--- config.mk ---
export PLATFORM = sky130hd
export DESIGN_NAME = pixel_packet_receiver
export DESIGN_NICKNAME = d
export VERILOG_FILES = /design/src/rtl/pixel_packet_receiver.sv
export SDC_FILE = /design/constraint.sdc
export NUM_CORES = 1
export LEC_CHECK = 0
export CAP_MARGIN = 5
export CORE_MARGIN = 4
export CORE_UTILIZATION = 40
export CTS_CLUSTER_SIZE = 40
export DETAILED_ROUTE_END_ITERATION = 10
export PLACE_DENSITY = 0.71
export SLEW_MARGIN = 20
export SYNTH_ARGS = -nofsm -noshare
export SYNTH_HDL_FRONTEND = slang
export SYNTH_SLANG_ARGS = --single-unit
export TNS_END_PERCENT = 1
--- constraint.sdc ---
create_clock -name clk -period 2.9 [get_ports clk]
set_input_delay 0.29 -clock clk [delete_from_list [all_inputs] [get_ports clk]]
set_output_delay 0.29 -clock clk [all_outputs]
set_load 0.03 [all_outputs]
--- src/rtl/pixel_packet_receiver.sv ---
// Deserializes the inter-board dibit link into header/pixel/audio bytes and
// drives frame-buffer write strobes plus the optional audio byte stream.
module pixel_packet_receiver #(
    parameter int PIXELS_PER_PACKET = 320,
    parameter int AUDIO_BYTES       = 0,
    parameter int FRAME_PIXELS      = 76800
) (
    input  logic        clk,
    input  logic        rst,
    input  logic        axiiv,
    input  logic [1:0]  axiid,
    output logic [16:0] pixel_addr,
    output logic [7:0]  pixel_data,
    output logic        pixel_valid,
    output logic [7:0]  audio_data,
    output logic        audio_valid,
    output logic        packet_done,
    output logic        err_truncated,
    output logic        err_addr
);

    localparam int MAX_BYTES = (PIXELS_PER_PACKET > AUDIO_BYTES) ? PIXELS_PER_PACKET : AUDIO_BYTES;
    localparam int CNT_W     = $clog2(MAX_BYTES + 1);

    localparam logic [CNT_W-1:0] LAST_PIXEL  = CNT_W'(PIXELS_PER_PACKET - 1);
    localparam logic [CNT_W-1:0] LAST_AUDIO  = (AUDIO_BYTES > 0) ? CNT_W'(AUDIO_BYTES - 1) : '0;
    localparam logic [23:0]      FRAME_LIMIT = 24'(FRAME_PIXELS);
    localparam logic [16:0]      LAST_ADDR   = 17'(FRAME_PIXELS - 1);

    typedef enum logic [2:0] {
        IDLE,
        ADDR,
        PIXEL,
        AUDIO,
        DRAIN
    } state_t;

    state_t           state;
    logic [1:0]       dibit_cnt;
    logic [1:0]       hdr_cnt;
    logic [CNT_W-1:0] byte_cnt;
    logic [16:0]      wr_addr;
    logic [5:0]       shift;
    logic [15:0]      hdr_hi;

    logic [7:0]  rx_byte;
    logic        byte_done;
    logic [23:0] header;
    logic        header_ok;

    // The first three dibits of a byte sit in shift as {d2,d1,d0}; the
    // dibit on the bus completes the byte on the fourth sample.
    assign rx_byte   = {axiid, shift};
    assign byte_done = axiiv && (dibit_cnt == 2'd3);
    assign header    = {hdr_hi, rx_byte};
    assign header_ok = (header[23:17] == 7'd0) && (header < FRAME_LIMIT);

    // NOTE: every register here is written with <= so all decisions in one
    // cycle see the pre-edge values, regardless of statement order.
    always_ff @(posedge clk) begin
        pixel_valid   <= 1'b0;
        audio_valid   <= 1'b0;
        packet_done   <= 1'b0;
        err_truncated <= 1'b0;
        err_addr      <= 1'b0;

        if (rst) begin
            state      <= IDLE;
            dibit_cnt  <= 2'd0;
            hdr_cnt    <= 2'd0;
            byte_cnt   <= '0;
            wr_addr    <= 17'd0;
            shift      <= 6'd0;
            hdr_hi     <= 16'd0;
            pixel_addr <= 17'd0;
            pixel_data <= 8'd0;
            audio_data <= 8'd0;
        end else begin
            if (axiiv) begin
                shift <= {axiid, shift[5:2]};
            end

            case (state)
                IDLE: begin
                    if (axiiv) begin
                        state     <= ADDR;
                        dibit_cnt <= 2'd1;
                        hdr_cnt   <= 2'd0;
                    end
                end

                ADDR, PIXEL, AUDIO: begin
                    if (!axiiv) begin
                        err_truncated <= 1'b1;
                        state         <= IDLE;
                        dibit_cnt     <= 2'd0;
                        hdr_cnt       <= 2'd0;
                        byte_cnt      <= '0;
                    end else begin
                        dibit_cnt <= dibit_cnt + 2'd1;
                        if (byte_done && state == ADDR) begin
                            hdr_hi  <= header[15:0];
                            hdr_cnt <= hdr_cnt + 2'd1;
                            if (hdr_cnt == 2'd2) begin
                                hdr_cnt <= 2'd0;
                                if (header_ok) begin
                                    state    <= PIXEL;
                                    wr_addr  <= header[16:0];
                                    byte_cnt <= '0;
                                end else begin
                                    err_addr <= 1'b1;
                                    state    <= DRAIN;
                                end
                            end
                        end else if (byte_done && state == PIXEL) begin
                            pixel_valid <= 1'b1;
                            pixel_addr  <= wr_addr;
                            pixel_data  <= rx_byte;
                            wr_addr     <= (wr_addr == LAST_ADDR) ? 17'd0 : wr_addr + 17'd1;
                            if (byte_cnt == LAST_PIXEL) begin
                                byte_cnt <= '0;
                                if (AUDIO_BYTES == 0) begin
                                    packet_done <= 1'b1;
                                    state       <= DRAIN;
                                end else begin
                                    state <= AUDIO;
                                end
                            end else begin
                                byte_cnt <= byte_cnt + CNT_W'(1);
                            end
                        end else if (byte_done) begin
                            audio_valid <= 1'b1;
                            audio_data  <= rx_byte;
                            if (byte_cnt == LAST_AUDIO) begin
                                byte_cnt    <= '0;
                                packet_done <= 1'b1;
                                state       <= DRAIN;
                            end else begin
                                byte_cnt <= byte_cnt + CNT_W'(1);
                            end
                        end
                    end
                end

                DRAIN: begin
                    if (!axiiv) begin
                        state <= IDLE;
                    end
                end

                default: state <= IDLE;
            endcase
        end
    end

endmodule

==> impl_summary.md <==
Clock tree
The post-CTS setup buffer count is 0. The root buffer cell chosen for the clock tree is sky130_fd_sc_hd__clkbuf_8. In this run, CTS created clock tree buffers numbering 9. The TritonCTS clock tree is yes.

The post-cts gate resize count is 0. The H-tree generated during clock tree synthesis spans 3 levels. At the later pin of the worst-skew pair, clock insertion delay measures 0.37 ns. The clock sink count is 93. Counting along the longest clock path gives a buffer depth of 2. After clock tree synthesis, the clock-pin slew on the worst setup and hold paths is 0.09 ns. The number of hold buffers added after CTS was 0.

Floorplan
From left edge to right edge, the die measures 109 µm. In this run the standard cell core region covers 0.00991 mm². The starting density of the core is 0.416. Pin placement for this block handled 43 I/O pins.

The die area is 0.0120 mm². The floorplan step set the die height to 109 µm. After floorplanning, the core was divided into 36 placement rows.

Routing
The initial detailed-routing violation count is 348. Detailed routing inserted a total of 3,926 vias. Dividing the detail-routed wire length by the instance count gives 16.1 µm.

The mean number of vias per cell is 5.78. The detailed-route DRC error count is 0. The total length of routed wires is 10.9 mm. For this run, the detailed router's first-pass iteration total came to 5. The count of nets left with antenna violations once routing finished came out at 0.

Logic synthesis
The flip-flop cell with the highest count after synthesis is sky130_fd_sc_hd__dfxtp_1. The per-instance average area after synthesis is 8.09 µm². The number of enable flip-flop cells after synthesis is 0. The largest area contributor in the synthesized netlist is sky130_fd_sc_hd__dfxtp_1. In the post-synthesis netlist, the biggest area contributors are sky130_fd_sc_hd__dfxtp_1 45%, sky130_fd_sc_hd__nand2_1 11%, sky130_fd_sc_hd__a21oi_1 6.8%.

Counting distinct cell types in the post-synthesis netlist gives 57. In the synthesized netlist, the number of instances is 509. The synthesized design contains 93 register bits. The share of the yosys chip area belonging to registers is 0.452. Yosys printed 0 warnings. Synthesis produced a netlist with a net count of 518.

The share of synthesized area in the top cell type comes to 0.452. In the synthesized netlist the async set-or-reset flop fraction comes to 0. The netlist area before placement is 0.00412 mm².

Worst setup path
The depth of the worst register-to-register path is 7. In this run the worst path has a maximum fanout of 9. Traced cell by cell, the critical path runs through ha_1 > nand3_1 > nor2_1 > a31oi_1 > buf_4 > a222oi_1 > nor3_1.

Together, buffers and inverters on the worst path number 1. The critical path required time is 3.14 ns. The category of the critical setup timing path is reg -> reg.

The delay of the slowest critical-path stage is 0.44 ns. The kind of start point of the critical path is a flip-flop. The reg-to-reg endpoint is wr_addr[16]$_SDFFE_PP0P_. The critical register-to-register path startpoint is wr_addr[1]$_SDFFE_PP0P_.

Data on the critical path arrives at its endpoint at 2.67 ns. The largest delay contributor family on the critical path is simple AND/OR/NAND/NOR gates. For flop-to-flop paths, the worst setup slack is 0.47 ns. The slowest stage of the critical path is the sky130_fd_sc_hd__nor2_1 cell. The type of element capturing the critical path is a flip-flop.

STA
Setup total negative slack on the finished layout was measured at 0 ns. For the pin with the worst max-slew slack, the measured transition is 0.783 ns. The final clock skew is 0.0132 ns. Setup violations remaining at the end of the flow were counted as 0.

The highest clock frequency the design can meet is 412 MHz. The count of final hold-check violations was 0. The post-layout minimum cycle time is 2.43 ns.

The period utilization is 0.837. The worst hold slack after final layout is 0.395 ns. Setup repair after global routing left no endpoint under its margin. The number of max-slew violations in the final report is 0. Headroom to the max-slew limit came out at 0.473.

Pwr
The analysis attributes to cell leakage a power of 1.62 nW. The total power density per cell area is 460 mW/mm². The maximum resistive drop on vdd is 0.311 mV.

Global routing
The met1 global-route usage is 0.253. In the global route stage, overall resource usage came out at 0.188. The first-pass GRT wire length is 18.0 mm.

The most used routing layer in global routing is met2. The sum of overflow across all layers after global routing is 0. The met3 usage is 0.0252.

The met2 track demand over resource is 0.296. Entering global routing, the biggest net connects 57 pins. The number of global-route vias before repair is 3,629. The number of antenna violations at the first check in global routing is 0.

Place
Once detailed placement completed, the half-perimeter wirelength came to 7.50 mm. Input and output buffers added on the ports amount to 42. After detailed placement, the design holds a cell count of 663.

The weighted congestion reported at the end of routability-driven placement is 0.900.

Min path
The type of the most critical hold path is in -> reg. The startpoint identified for the worst hold timing path is rst. The worst hold path was traced through 2 stages. The worst-case hold path end point is hdr_hi[15]$_SDFFE_PP0P_.

Final layout
The finished layout holds 679 standard cells, fillers aside. The final antenna diode count is 0. Compared with the post-synthesis result, the final layout area differs by 17.8%. The final net count is 550.

The layout cell share with drive strength beyond 1 is 0.0641.

Run
The number of max-cap violations is 0.

Run status
The run finished with clean final reports.
[synth_stat cells, types with 3 or more instances]
cell and n:
sky130_fd_sc_hd__o32ai_1 5, sky130_fd_sc_hd__buf_2 6, sky130_fd_sc_hd__xor2_1 4, sky130_fd_sc_hd__nand3_1 19, sky130_fd_sc_hd__o31a_1 5, sky130_fd_sc_hd__a31oi_1 4, sky130_fd_sc_hd__or4_1 5, sky130_fd_sc_hd__a311oi_1 5
sky130_fd_sc_hd__a211oi_1 3, sky130_fd_sc_hd__mux2i_1 6, sky130_fd_sc_hd__a21oi_1 56, sky130_fd_sc_hd__and3_1 7, sky130_fd_sc_hd__inv_1 11, sky130_fd_sc_hd__ha_1 4, sky130_fd_sc_hd__nand2_1 116, sky130_fd_sc_hd__a221o_1 4
sky130_fd_sc_hd__nor4_1 7, sky130_fd_sc_hd__a22oi_1 6, sky130_fd_sc_hd__nor3_1 17, sky130_fd_sc_hd__nand4_1 8, sky130_fd_sc_hd__and2_1 4, sky130_fd_sc_hd__buf_1 3, sky130_fd_sc_hd__o211ai_1 5, sky130_fd_sc_hd__nand3b_1 3
sky130_fd_sc_hd__nor2b_1 5, sky130_fd_sc_hd__dfxtp_1 93, sky130_fd_sc_hd__nor2_1 20, sky130_fd_sc_hd__clkbuf_1 24, sky130_fd_sc_hd__o21ai_0 18, sky130_fd_sc_hd__a21boi_0 3
[state kept, by name, summed over array words and instances (netlist names), 3 cells and up]
signal      count
pixel_data      8
audio_data      8
byte_cnt        9
state           3
pixel_addr     17
wr_addr        17
shift           6
hdr_hi         16
[metrics by stage]
stage | util | setup WS (ns) | power (mW) | instance area, µm²
after detailed placement | 0.470 | 0.427 | 1.40 | 4660
after floorplan | - | 0.758 | 1.37 | 4120
after CTS | 0.489 | 0.549 | 2.24 | 4850
after global routing | 0.489 | 0.287 | 2.30 | 4850
after global placement | 0.470 | 0.525 | 1.40 | 4660
final | 0.489 | 0.473 | 2.23 | 4850
[routing by layer]
metal / part of all wire / vias up
met1: 0.46 / 1865
met4: 0.022 / 0
li1: - / 1897
met5: 0 / -
met3: 0.048 / 20
met2: 0.47 / 144
[power breakdown]
part / leakage, nW / internal [mW] / switching, mW / total, mW
sequential: 0.750 / 1.28 / 0.0106 / 1.29
clock: 0.0923 / 0.397 / 0.464 / 0.861
combinational: 0.775 / 0.0246 / 0.0509 / 0.0755
total: 1.62 / 1.70 / 0.526 / 2.23
[layout by cell type, fill, tap and decap left out, drive strengths merged, types with 2 or more instances in the layout]
master / Yosys / layout
a311oi: 5 / 5
inv: 11 / 11
o41ai: 2 / 2
o21ai: 18 / 18
clkdlybuf4s50: 0 / 41
nor2b: 5 / 5
nand2: 116 / 116
and2: 4 / 4
a21boi: 3 / 3
o31a: 5 / 5
xor2: 4 / 4
clkbuf: 24 / 10
a22oi: 6 / 6
o32ai: 5 / 5
clkinvlp: 0 / 2
mux2i: 6 / 6
and3: 7 / 7
a31oi: 4 / 4
o211ai: 5 / 5
nor3: 17 / 17
nand3: 19 / 19
nor4: 9 / 9
a221o: 4 / 4
or4b: 2 / 2
o21a: 2 / 2
or4: 5 / 5
o22ai: 2 / 2
buf: 10 / 14
ha: 4 / 4
nand2b: 2 / 2
nand4: 8 / 8
nor2: 20 / 20
a21oi: 56 / 56
a211oi: 4 / 4
clkinv: 0 / 3
o31ai: 2 / 2
dfxtp: 93 / 93
nand3b: 3 / 3
[how the worst max path moves through the flow]
stage,from,end,slack [ns],cells after the start
floorplan,dibit_cnt[0]$_SDFFE_PP0P_,byte_cnt[7]$_SDFFE_PP0P_,0.76,7
global placement,axiiv,byte_cnt[8]$_SDFFE_PP0P_,0.52,7
detailed placement,axiiv,audio_data[7]$_SDFFE_PP0P_,0.43,7
CTS,dibit_cnt[0]$_SDFFE_PP0P_,wr_addr[3]$_SDFFE_PP0P_,0.55,8
global route,wr_addr[1]$_SDFFE_PP0P_,wr_addr[16]$_SDFFE_PP0P_,0.29,7
finish,wr_addr[1]$_SDFFE_PP0P_,wr_addr[16]$_SDFFE_PP0P_,0.47,7
[layout make-up]
class                   instances  area (µm²)
clock buffers                  10         128
clock inverters                 6        63.8
fillers                       989        5060
inverters                      11        41.3
multi-input cells             371        2080
flip-flops and latches         93        1860
well taps                     133         166
repair buffers                 55         513
[cells by family after synthesis]
family | count (synthesis) | share of synthesized area
compound gates | 133 | 0.209
xor+xnor | 4 | 0.00851
fa+ha+maj | 4 | 0.0122
buf+inv | 45 | 0.0438
flops | 93 | 0.452
mux | 6 | 0.0146
simple gates | 224 | 0.260
No activity file was read; power rests on OpenSTA's default activity.
